$ cat src/rtl/threshold_trigger.sv
// -----------------------------------------------------------------------------
// threshold_trigger
//
// Produces a single-cycle trigger pulse for the downstream gate/toggle blocks.
// It fires when a signed sample stream crosses a threshold going upward. After
// a shot it waits for a programmable holdoff. It then re-arms only once the
// signal has dropped below (threshold - hysteresis). A rising edge on the
// software trigger input also fires.
//
// Ports:
//   clk_i            system clock
//   rst_i            asynchronous reset, active-high
//   enable_i         engine enable; low forces IDLE on the next edge
//   data_i           monitored sample, two's complement signed
//   threshold_i      firing level, signed
//   hysteresis_i     re-arm margin below threshold, unsigned
//   holdoff_cycles_i dead time after each trigger, in clk cycles
//   sw_trig_i        software trigger level; its rising edge fires
//   trig_o           one-cycle trigger pulse (registered)
//   armed_o          high while the engine is ARMED (registered)
//   trig_count_o     number of triggers fired, wrapping (registered)
// -----------------------------------------------------------------------------
module threshold_trigger #(
    parameter int COUNTER_WIDTH = 18,
    parameter int DATA_WIDTH    = 14,
    parameter int COUNT_WIDTH   = 16
) (
    input  logic                     clk_i,
    input  logic                     rst_i,
    input  logic                     enable_i,
    input  logic [DATA_WIDTH-1:0]    data_i,
    input  logic [DATA_WIDTH-1:0]    threshold_i,
    input  logic [DATA_WIDTH-1:0]    hysteresis_i,
    input  logic [COUNTER_WIDTH-1:0] holdoff_cycles_i,
    input  logic                     sw_trig_i,
    output logic                     trig_o,
    output logic                     armed_o,
    output logic [COUNT_WIDTH-1:0]   trig_count_o
);

    typedef enum logic [1:0] {
        IDLE,
        WAIT_BELOW,
        ARMED,
        HOLDOFF
    } state_t;

    state_t                     state;
    logic [COUNTER_WIDTH-1:0]   hold_cnt;
    logic [COUNTER_WIDTH-1:0]   hold_lim;
    logic                       sw_trig_q;

    // One extra bit lets threshold - hysteresis span the whole range without
    // wrapping. A huge hysteresis then puts the re-arm level below every
    // possible sample, so the engine never re-arms on data.
    logic signed [DATA_WIDTH:0] data_ext;
    logic signed [DATA_WIDTH:0] thr_ext;
    logic signed [DATA_WIDTH:0] rearm_lvl;

    logic fire_cond;
    logic arm_cond;
    logic sw_edge;
    logic fire_now;

    assign data_ext  = $signed({data_i[DATA_WIDTH-1], data_i});
    assign thr_ext   = $signed({threshold_i[DATA_WIDTH-1], threshold_i});
    assign rearm_lvl = thr_ext - $signed({1'b0, hysteresis_i});

    assign fire_cond = (data_ext >= thr_ext);
    assign arm_cond  = (data_ext < rearm_lvl);
    assign sw_edge   = sw_trig_i & ~sw_trig_q;

    // A software edge fires from either live state. A data crossing fires
    // only from ARMED. When both happen together they give one shot.
    assign fire_now = enable_i &&
                      (((state == WAIT_BELOW) && sw_edge) ||
                       ((state == ARMED) && (fire_cond || sw_edge)));

    // NOTE: every register here uses non-blocking assignment. That way all
    // state updates see the same pre-edge values regardless of statement order.
    always_ff @(posedge clk_i or posedge rst_i) begin
        if (rst_i) begin
            state        <= IDLE;
            hold_cnt     <= '0;
            hold_lim     <= '0;
            sw_trig_q    <= 1'b0;
            trig_o       <= 1'b0;
            armed_o      <= 1'b0;
            trig_count_o <= '0;
        end else begin
            // The edge detector always tracks the input. That way a level
            // that rose while idle or in holdoff is not seen later as a
            // fresh edge.
            sw_trig_q <= sw_trig_i;
            // Pulse and armed flag default low. Each is raised only on the
            // edge that makes it true, which keeps trig_o to one cycle.
            trig_o    <= 1'b0;
            armed_o   <= 1'b0;

            if (!enable_i) begin
                state    <= IDLE;
                hold_cnt <= '0;
            end else if (fire_now) begin
                trig_o       <= 1'b1;
                trig_count_o <= trig_count_o + COUNT_WIDTH'(1);
                hold_lim     <= holdoff_cycles_i;
                hold_cnt     <= '0;
                state        <= HOLDOFF;
            end else begin
                case (state)
                    IDLE: begin
                        state <= WAIT_BELOW;
                    end
                    WAIT_BELOW: begin
                        if (arm_cond) begin
                            state   <= ARMED;
                            armed_o <= 1'b1;
                        end
                    end
                    ARMED: begin
                        armed_o <= 1'b1;
                    end
                    HOLDOFF: begin
                        // hold_cnt counts 1..H over the cycles after the
                        // fire cycle. The limit was latched at fire, so later
                        // changes to holdoff_cycles_i do not affect this
                        // holdoff.
                        if (hold_cnt == hold_lim) begin
                            state    <= WAIT_BELOW;
                            hold_cnt <= '0;
                        end else begin
                            hold_cnt <= hold_cnt + COUNTER_WIDTH'(1);
                        end
                    end
                    default: begin
                        state <= IDLE;
                    end
                endcase
            end
        end
    end

endmodule

$ cat config.mk
export PLATFORM = sky130hd
export DESIGN_NAME = threshold_trigger
export DESIGN_NICKNAME = d
export VERILOG_FILES = /design/src/rtl/threshold_trigger.sv
export SDC_FILE = /design/constraint.sdc
export NUM_CORES = 1
export LEC_CHECK = 0
export CAP_MARGIN = 20
export CORE_ASPECT_RATIO = 1.5
export CORE_MARGIN = 8
export CORE_UTILIZATION = 45
export CTS_CLUSTER_SIZE = 40
export DETAILED_ROUTE_END_ITERATION = 16
export PLACE_DENSITY = 0.85
export RECOVER_POWER = 100
export SLEW_MARGIN = 40
export SYNTH_ARGS = -nofsm -noshare
export SYNTH_HDL_FRONTEND = slang
export SYNTH_SLANG_ARGS = --single-unit
$ cat constraint.sdc
create_clock -name clk_i -period 1.98 [get_ports clk_i]
set_clock_uncertainty 0.05 [all_clocks]
set_input_delay 0.198 -clock clk_i [delete_from_list [all_inputs] [get_ports clk_i]]
set_output_delay 0.198 -clock clk_i [all_outputs]
set_load 0.02 [all_outputs]
==> results.py, run 1 <==
metrics = {
    "hold_path": {
        "hold_start": "holdoff_cycles_i[7]",
        "holdPathStages": 2,
        "hold-path-endpoint": "hold_lim[7]",
        "hold_path.class": "in -> reg",
    },
    "setup_path": {
        "cp-start-kind": "primary input",
        "timing.rr.start": "trig_count_o[3]",
        "cp.arrival_ns": 4.06,
        "rr_worst_depth": 7,
        "cpMaxStageDelayCell": "fa_2",
        "r2r_setup_slack_ns": -0.43,
        "crit_required_ns": 2.15,
        "critical-path-max-stage-delay_ns": 0.37,
        "path_class": "in -> reg",
        "path_cells": "buf_12, inv_12, ha_4, inv_2, fa_2, a211o_1, a21oi_2, o21ai_2, a211o_1, a31o_2, a21oi_2, xnor2_1, ha_1, nand4_1, nor3_2, buf_4, a311oi_4, mux2i_2, o311ai_4, mux2_4",
        "end_kind": "flip-flop",
        "r2r-end": "trig_count_o[15]",
        "crit_fanout": 2,
    },
    "clock_network": {
        "root_buffer": "clkbuf_16",
        "hold_buffers": 0,
        "cts_made_buffers": 9,
        "worst_skew_pair.late_latency_ns": 0.34,
        "cts_buffer_depth": 2,
        "cts_tree": "yes",
        "clk_pin_slew_ns": 0.06,
        "clock-sinks": 57,
        "cts_max_level": 3,
    },
    "sta": {
        "hold_ws_ns": 0.434,
        "max_freq_mhz": 257,
        "hold_violations": 0,
        "finalCriticalPeriod_ns": 3.89,
        "setup_viol": 56,
        "worst_pin_slew_ns": 1.44,
        "slew_viol_final": 0,
        "post-route-period-util_pct": 196,
        "slew_headroom_pct": 3.83,
        "rsz0062_at_grt": "yes",
        "fin_ws_ns": -1.91,
    },
    "global_route": {
        "grt-busiest-layer": "met2",
        "met1_usage_pct": 22.6,
        "antenna_found_initial": 0,
        "grt_pass1_vias": 5055,
        "grt_max_degree": 32,
        "grt_overflow": 0,
        "use_met3_pct": 5.72,
        "grt_pass1_wl_mm": 24.4,
        "grt.total_usage_pct": 24.2,
        "met2_usage_pct": 44.1,
    },
    "die": {
        "die_x_um": 95.4,
        "num_io_pins": 82,
        "fp.coreArea_mm2": 0.00925,
        "initial_utilization_pct": 46.0,
        "rows": 43,
        "die-area_mm2": 0.0129,
        "die-height_um": 135,
    },
    "routing": {
        "wl_per_cell_um": 24.9,
        "routed_wl_mm": 19.4,
        "final_antenna_net_count": 0,
        "drc": 0,
        "num_vias": 4893,
        "via_per_inst": 6.30,
        "dr.pass1.iters": 6,
        "drtIter0Drc": 510,
    },
    "power_and_ir_drop": {
        "power_density_mw_per_mm2": 894,
        "vdd_ir_drop_max_uv": 852,
        "total_power_uw": 6570,
        "leakagePower_uw": 0.00348,
    },
    "logic_synthesis": {
        "async_flop_share_pct": 100,
        "ys_warn_count": 0,
        "yosysSeqAreaShare_pct": 33.5,
        "synth_cell_type_count": 55,
        "syn-cell-area_mm2": 0.00426,
        "ys.flop_type": "dfrtp_1",
        "ys_ff_latch": 57,
        "syn-num-nets": 564,
        "synth_edf_count": 0,
        "syn_area_per_cell_um2": 9.44,
        "syn_inst": 451,
    },
    "cells_and_area": {
        "nFillCells": 474,
        "multi_input_comb_area_mm2": 0.00330,
        "layout-drive-gt1-share_pct": 40.8,
        "diodes": 0,
        "finish.utilization_pct": 79.4,
        "seq_area_mm2": 0.00143,
        "syn2layout_area_growth_pct": 72.5,
        "layout.nets": 773,
    },
    "placed_design": {
        "place_congestion": 0.912,
        "io_buffers": 81,
        "dp_hpwl_mm": 9.80,
    },
    "outcome": {
        "status": "complete, but fails checks",
        "violations": "negative setup slack",
    },
    "flow_run": {
        "cap_viol_max_count": 0,
    },
}
==> layout make-up <==
type                            count  share of cell area (%)
Tap cell                          112                    1.91
Clock inverter                      7                    1.40
Timing Repair Buffer              207                    26.8
Clock buffer                        9                    3.07
Sequential cell                    57                    19.5
Inverter                           39                    2.44
Multi-Input combinational cell    346                    44.9
==> synthesized netlist by cell type (5+ instances only) <==
cell type  instances  area, um2
a211oi_1           5       37.5
xor2_1            27        236
nor4_1             6       37.5
nand3b_1          11       82.6
dfrtp_1           57       1430
ha_1              48        601
xnor2_1           19        166
o21ai_0           19       95.1
inv_1             39        146
a21o_1             6       45.0
mux2_1             5       56.3
nor2_1            14       52.6
nand3_1           16       80.1
a21oi_1           33        165
mux2_2            14        158
nand2_1           39        146
and3_1            11       68.8
nor3_1             7       35.0
nand4_1           11       68.8
==> kinds of logic (layout without fill, tap and decap cells) <==
family	after synthesis	after routing	share of synthesized area [%]
compound gates	92	92	14.4
fa+ha+maj	49	49	14.6
xor+xnor	46	46	9.47
mux	23	23	6.08
buf+inv	48	262	4.73
simple gates	136	136	17.3
flops	57	57	33.5
==> stage by stage <==
stage	instance area [um2]	setup TNS [ns]	setup WS (ns)	cells
after detailed placement	6060	-53.51	-2.60	719
final	7340	-17.60	-1.91	777
after global placement	6060	-50.74	-2.38	719
after global routing	7340	-20.86	-2.00	777
after CTS	6840	-10.79	-1.89	754
after floorplan	4520	-7.99	-1.67	451
==> power breakdown <==
part / switching [uW] / total (uW) / internal (uW) / leakage (uW)
sequential: 275 / 1710 / 1430 / 0.000744
combinational: 1510 / 3120 / 1610 / 0.00258
clock: 629 / 1740 / 1110 / 0.000157
total: 2410 / 6570 / 4160 / 0.00348
==> worst max-delay path, delay by kind of cell <==
family | cells | cell delay [ns]
fa+ha+maj | 3 | 0.77
simple gates | 2 | 0.19
compound gates | 8 | 1.75
xor+xnor | 1 | 0.14
mux | 2 | 0.66
buf+inv | 4 | 0.34
==> layout by cell type (no fill, tap or decap), types with 12 or more instances in the layout <==
| cell type | count |
|---|---|
| buf_4 | 97 |
| xnor2_1 | 18 |
| dfrtp_1 | 54 |
| mux2_4 | 20 |
| xor2_1 | 25 |
| buf_6 | 17 |
| o21ai_0 | 13 |
| inv_1 | 26 |
| ha_1 | 33 |
| ha_4 | 15 |
| clkdlybuf4s50_1 | 28 |
| dlygate4sd3_1 | 20 |
| a21oi_2 | 12 |
| a21oi_1 | 21 |
| dlygate4sd2_1 | 18 |
| nand2_1 | 35 |
==> layer usage <==
| layer | vias to the layer above | wire length [um] |
|---|---|---|
| li1 | 2035 | - |
| met1 | 2354 | 6310 |
| met2 | 353 | 10100 |
| met3 | 151 | 1330 |
| met4 | 0 | 1590 |
| met5 | - | 0 |
==> repair_timing <==
action,CTS,global route
cloned,4,2
pin swaps,47,48
setup endpoints to repair,56,56
setup buffers,16,23
gates resized for setup,119,71
==> sequential cells by signal (all words and copies together) (netlist names) <==
register      flops
state             2
hold_cnt         18
sw_trig_q         1
trig_count_o     16
trig_o            1
armed_o           1
hold_lim         18
==> how the worst max path moves through the flow <==
stage              startpoint  endpoint  slack (ns)
3_5_place_dp   threshold_i[0]  state[0]       -2.60
2_1_floorplan  threshold_i[0]  state[0]       -1.67
6_report       threshold_i[0]  state[0]       -1.91
3_3_place_gp   threshold_i[0]  state[0]       -2.38
4_1_cts        threshold_i[0]  state[0]       -1.89
5_1_grt        threshold_i[0]  state[0]       -2.00
Power figures use the tool's default switching activity.
==> inputs of run 2 (changes only) <==
--- a/config.mk
+++ b/config.mk
@@ -13,6 +13,7 @@
 export DETAILED_ROUTE_END_ITERATION = 16
 export PLACE_DENSITY = 0.85
 export RECOVER_POWER = 100
+export SETUP_SLACK_MARGIN = 0.3
 export SLEW_MARGIN = 40
 export SYNTH_ARGS = -nofsm -noshare
 export SYNTH_HDL_FRONTEND = slang
==> run 2 against run 1 <==
Net effect:
- the run still ends with negative setup slack left
- clock power rose by 3%
- highest routed layer unchanged
- count of clock-buffer cells in the layout rose by 2
- register-to-register slack improved by 0.22 ns
- global-route usage fell by 1.2 points
- via count fell by 9.2%
- setup slack improved by 0.16 ns
- critical endpoint unchanged
- design area fell by 1.4%
==> results.py, run 2 (same netlist as run 1, synthesis figures left out) <==
metrics = {
    "placed_design": {
        "dp_hpwl_mm": 9.52,
        "dp.cells": 725,
        "io_buffers": 81,
        "post_dp_cell_area_mm2": 0.00614,
        "place_congestion": 0.896,
    },
    "die": {
        "initial_utilization_pct": 46.0,
        "fp.coreArea_mm2": 0.00925,
        "rows": 43,
        "die-area_mm2": 0.0129,
        "die-height_um": 135,
        "num_io_pins": 82,
        "die_x_um": 95.4,
    },
    "sta": {
        "rsz0062_at_grt": "yes",
        "finalSetupTns_ns": -13.81,
        "hold_ws_ns": 0.413,
        "worst_pin_slew_ns": 1.45,
        "slew_headroom_pct": 3.61,
        "max_freq_mhz": 268,
        "hold_violations": 0,
        "fin_ws_ns": -1.74,
        "slew_viol_final": 0,
        "post-route-period-util_pct": 188,
        "setup_viol": 51,
        "finalCriticalPeriod_ns": 3.72,
    },
    "power_and_ir_drop": {
        "combPwrFrac_pct": 45.7,
        "cell_internal_pwr_uw": 4250,
        "seqPwrFrac_pct": 26.2,
        "p_sw_uw": 2160,
        "vdd_ir_drop_max_uv": 1000,
        "leakagePower_uw": 0.00340,
        "swShare_pct": 33.7,
        "power_density_mw_per_mm2": 885,
        "clkPwrFrac_pct": 28.1,
    },
    "setup_path": {
        "setup.worst_path.end": "state[0]",
        "r2r-end": "state[0]",
        "crit_fanout": 2,
        "rr_worst_depth": 7,
        "critical-path-max-stage-delay_ns": 0.33,
        "cp.arrival_ns": 3.89,
        "startpoint": "threshold_i[0]",
        "cpMaxStageDelayCell": "fa_2",
        "cp-start-kind": "primary input",
        "r2r_setup_slack_ns": -0.21,
        "crit_required_ns": 2.14,
        "timing.rr.start": "hold_lim[15]",
        "end_kind": "flip-flop",
        "path_class": "in -> reg",
        "path_cells": "buf_12, inv_12, ha_4, inv_2, fa_2, a211o_1, a21oi_2, o21ai_2, a211o_1, a31o_2, a21oi_2, xnor2_1, ha_1, nand4_1, nor3_2, o21a_1, a311oi_2, mux2i_2, o311ai_4, mux2_4",
    },
    "cells_and_area": {
        "diodes": 0,
        "layout-drive-gt1-share_pct": 42.6,
        "layout.nets": 761,
        "final_area_mm2": 0.00724,
        "multi_input_comb_area_mm2": 0.00341,
        "stdcell_count": 765,
        "nFillCells": 540,
        "final_common_cell": "buf_4",
        "top_regs": "hold_cnt (18), hold_lim (18), trig_count_o (16)",
        "seq_area_mm2": 0.00143,
        "syn2layout_area_growth_pct": 70.2,
        "most-common-layout-cells": "buf_4, dfrtp_1, nand2_1",
    },
    "global_route": {
        "antenna_found_initial": 0,
        "grt_overflow": 0,
        "grt_pass1_vias": 4777,
        "grt.total_usage_pct": 23.1,
        "grt_max_degree": 58,
        "grt_pass1_wl_mm": 23.4,
    },
    "routing": {
        "num_vias": 4445,
        "final_antenna_net_count": 0,
        "routed_wl_mm": 16.1,
        "via_per_inst": 5.81,
        "drtIter0Drc": 218,
        "wl_per_cell_um": 21.0,
        "dr.pass1.iters": 5,
        "drc": 0,
    },
    "outcome": {
        "violations": "negative setup slack",
        "status": "complete, but fails checks",
    },
    "hold_path": {
        "hold_path.class": "reg -> reg",
    },
    "flow_run": {
        "cap_viol_max_count": 0,
    },
    "clock_network": {
        "cts_made_buffers": 9,
        "root_buffer": "clkbuf_16",
        "clock-sinks": 57,
        "cts_buffer_depth": 2,
        "cts_tree": "yes",
        "clk_pin_slew_ns": 0.05,
        "cts_max_level": 3,
        "worst_skew_pair.late_latency_ns": 0.33,
        "hold_buffers": 0,
    },
}
## run 2: cell count changes in the layout (fill, tap and decap cells not counted), moves of 5 or more
cell / previous run / this run
clkbuf_2: 2 / 9
dlygate4sd2_1: 18 / 9
a21oi_2: 12 / 17
dlygate4sd3_1: 20 / 15
a21oi_1: 21 / 14
buf_4: 97 / 88
## run 2: final cells by class
cell class              count  area share, %
clock buffers              11           3.35
clock inverters             5           1.42
inverters                  39           2.54
multi-input cells         349           47.1
flip-flops and latches     57           19.7
well taps                 112           1.93
repair buffers            192           24.0
## run 2: routing by layer
layer,GRT usage [%],vias to the layer above,wire length (um)
li1,-,2006,-
met1,23.4,2173,5480
met2,42.8,207,8920
met3,4.44,59,944
met4,11.6,0,750
met5,0,-,0
## run 2: timing repair
action	4_1_cts	5_1_grt
endpoints found under the setup margin	58	58
cloned	6	0
buffers inserted	13	5
pin swaps	47	47
resized for setup	149	74
## run 2: power groups by stage
stage               clock network (uW)  logic [uW]  registers, uW
finish                            1800        2930           1680
global route                      1860        3100           1700
detailed placement                   0        2350           1670
CTS                               1810        2700           1660
global placement                     0        2240           1660
floorplan                            0        1380           1680
## run 2: worst min path at each step
stage / from / endpoint / slack, ns / cells after the start
6_report: trig_count_o[15] / trig_count_o[15] / 0.41 / 1
5_1_grt: trig_count_o[15] / trig_count_o[15] / 0.43 / 1
4_1_cts: rst_i / trig_count_o[15] / 0.22 / 3
3_5_place_dp: trig_count_o[15] / trig_count_o[15] / 0.40 / 1
3_3_place_gp: trig_count_o[15] / trig_count_o[15] / 0.41 / 1
2_1_floorplan: sw_trig_i / sw_trig_q / 0.18 / 0
## run 2: metrics by stage
step	setup WS, ns	power, uW	utilization [%]
after floorplan	-1.67	3060	-
after global placement	-2.41	3900	66.4
after detailed placement	-2.57	4020	66.4
after CTS	-1.85	6170	75.4
after global routing	-1.86	6670	78.3
final	-1.74	6410	78.3
## run 2: worst max-delay path: cells and delay by family
family / cells / cell delay, ns
muxes: 2 / 0.53
xor gates and xnor gates: 1 / 0.09
buffers and inverters: 3 / 0.18
adders and majority gates: 3 / 0.76
AOI/OAI and AO/OA: 9 / 1.79
and+or+nand+nor: 2 / 0.34
==> inputs of run 3 (changes only) <==
--- a/config.mk
+++ b/config.mk
@@ -7,11 +7,12 @@
 export LEC_CHECK = 0
 export CAP_MARGIN = 20
 export CORE_ASPECT_RATIO = 1.5
-export CORE_MARGIN = 8
-export CORE_UTILIZATION = 45
+export CORE_MARGIN = 2
+export CORE_UTILIZATION = 49
+export CTS_BUF_LIST = sky130_fd_sc_hd__clkbuf_4
 export CTS_CLUSTER_SIZE = 40
 export DETAILED_ROUTE_END_ITERATION = 16
-export PLACE_DENSITY = 0.85
+export PLACE_DENSITY = 0.9
 export RECOVER_POWER = 100
 export SETUP_SLACK_MARGIN = 0.3
 export SLEW_MARGIN = 40
==> run 3 against run 2 <==
Net effect:
- fmax decreased by 0.52%
- largest power group unchanged
- combinational power rose by 12%
- clock power fell by 43%
- non-clock buffer count rose by 19
- largest cell class unchanged
- design area increased by 0.76%
- worst hold slack got worse by 0.10 ns
- wire length rose by 24%
- the run still ends with negative setup slack left
- final cell count up 1.8%
- power decreased by 6.5%
- critical path depth down 2
- sequential share of layout area shrank 0.13 points
==> results.py, run 3 (same netlist as run 1, synthesis figures left out) <==
metrics = {
    "cells_and_area": {
        "nFillCells": 364,
        "top_regs": "hold_cnt (18), hold_lim (18), trig_count_o (16)",
        "syn2layout_area_growth_pct": 71.5,
        "layout.nets": 779,
        "final_common_cell": "buf_4",
        "layout-drive-gt1-share_pct": 43.4,
        "most-common-layout-cells": "buf_4, dfrtp_1, nand2_1",
    },
    "global_route": {
        "grt_pass1_wl_mm": 25.4,
        "grt-busiest-layer": "met2",
        "met1_usage_pct": 36.4,
        "grt_pass1_vias": 5050,
        "antenna_found_initial": 1,
        "grt_max_degree": 58,
        "use_met3_pct": 8.24,
        "grt.total_usage_pct": 35.4,
        "met2_usage_pct": 61.6,
        "grt_overflow": 0,
    },
    "hold_path": {
        "holdPathStages": 2,
        "hold_path.class": "in -> reg",
        "hold_start": "holdoff_cycles_i[0]",
        "hold-path-endpoint": "hold_lim[0]",
    },
    "routing": {
        "final_antenna_net_count": 0,
        "dr.pass1.iters": 5,
        "via_per_inst": 6.45,
        "drc": 0,
        "drtIter0Drc": 455,
        "wl_per_cell_um": 25.7,
        "num_vias": 5025,
        "routed_wl_mm": 20.0,
    },
    "power_and_ir_drop": {
        "power_density_mw_per_mm2": 821,
        "cell_internal_pwr_uw": 3580,
        "total_power_uw": 5990,
        "seqPwrFrac_pct": 28.5,
        "swShare_pct": 40.2,
        "vdd_ir_drop_max_uv": 855,
        "clkPwrFrac_pct": 17.0,
        "p_sw_uw": 2410,
        "combPwrFrac_pct": 54.5,
        "leakagePower_uw": 0.00348,
    },
    "clock_network": {
        "cts_buffer_depth": 2,
        "worst_skew_pair.late_latency_ns": 0.46,
        "root_buffer": "clkbuf_4",
        "cts_max_level": 3,
        "hold_buffers": 0,
        "clk_pin_slew_ns": 0.13,
        "cts_made_buffers": 9,
        "cts_tree": "yes",
        "clock-sinks": 57,
    },
    "die": {
        "fp.coreArea_mm2": 0.00841,
        "die_x_um": 80.1,
        "die-height_um": 118,
        "die-area_mm2": 0.00946,
        "rows": 41,
        "initial_utilization_pct": 50.6,
        "num_io_pins": 82,
    },
    "sta": {
        "post-route-period-util_pct": 189,
        "finalCriticalPeriod_ns": 3.74,
        "slew_headroom_pct": 4.12,
        "slew_viol_final": 0,
        "hold_ws_ns": 0.309,
        "hold_violations": 0,
        "max_freq_mhz": 267,
        "rsz0062_at_grt": "yes",
        "fin_ws_ns": -1.76,
        "setup_viol": 56,
        "worst_pin_slew_ns": 1.44,
    },
    "outcome": {
        "violations": "negative setup slack",
        "status": "complete, but fails checks",
    },
    "setup_path": {
        "r2r-end": "state[0]",
        "cp-start-kind": "primary input",
        "cp.arrival_ns": 4.06,
        "crit_required_ns": 2.29,
        "rr_worst_depth": 7,
        "r2r_setup_slack_ns": -0.44,
        "path_class": "in -> reg",
        "timing.rr.start": "hold_cnt[11]",
        "startpoint": "hysteresis_i[4]",
        "end_kind": "flip-flop",
        "crit_fanout": 3,
    },
    "flow_run": {
        "cap_viol_max_count": 0,
    },
    "placed_design": {
        "dp_hpwl_mm": 9.09,
        "place_congestion": 0.929,
        "io_buffers": 81,
    },
}
run 3: changes by cell type in the layout (fill, tap and decap cells not counted), sizes merged:
cell,delta
inv,-1
clkdlybuf4s15,+3
nand2,-1
dlygate4sd3,-12
clkbuf,-7
diode,+1
dlygate4sd2,+22
buf,+12
bufinv,-1
clkinv,+4
dlymetal6s2s,-1
run 3: layer usage:
metal | wire [um] | part of all wire [%]
met3 | 1620 | 8.1
met5 | 0 | 0
met2 | 9800 | 49
met4 | 2110 | 11
met1 | 6460 | 32
run 3: cell type report:
type	count	area (um2)	share of cell area, %
Multi-Input combinational cell	348	3410	46.7
Clock buffer	9	67.6	0.926
Timing Repair Buffer	211	1990	27.3
Inverter	39	181	2.49
Sequential cell	57	1430	19.6
Antenna cell	1	2.50	0.0343
Clock inverter	7	85.1	1.17
Tap cell	107	134	1.83
run 3: how the worst max path moves through the flow:
stage               cells after the start  slack [ns]       end
floorplan                              19       -1.67  state[0]
global placement                       20       -2.40  state[0]
detailed placement                     20       -2.54  state[0]
CTS                                    20       -1.69  state[0]
global route                           18       -1.96  state[0]
finish                                 18       -1.76  state[0]
run 3: metrics by stage:
stage	setup TNS, ns	worst slack [ns]	util, %	std cells	cell area (um2)
after global placement	-53.34	-2.40	72.6	716	6110
final	-20.54	-1.76	86.7	779	7300
after CTS	-10.62	-1.69	82.9	765	6980
after detailed placement	-55.85	-2.54	72.6	716	6110
after floorplan	-9.08	-1.67	-	451	4580
after global routing	-25.20	-1.96	86.7	779	7300
run 3: what timing repair did:
action,in CTS,in global routing
pin swaps,49,38
resized for setup,169,66
gates cloned,6,2
buffers inserted,27,11
setup endpoints to repair,71,58
run 3: critical path: stages:
cell	delay (ns)
clkdlybuf4s50_1	0.46
inv_1	0.07
ha_4	0.28
buf_4	0.12
o211ai_1	0.14
a21oi_2	0.25
o31ai_2	0.12
buf_4	0.15
nor4bb_1	0.30
a211oi_1	0.11
ha_1	0.32
nand4_1	0.18
nor3_4	0.27
o21a_1	0.19
a311oi_2	0.06
mux2i_2	0.20
o311ai_4	0.30
mux2_4	0.34
run 3: power groups by stage:
stage / sequential, uW / clock (uW) / combinational [uW]
global route: 1720 / 1050 / 3390
detailed placement: 1670 / 0 / 2280
CTS: 1660 / 958 / 2780
global placement: 1650 / 0 / 2180
floorplan: 1680 / 0 / 1380
finish: 1700 / 1020 / 3270
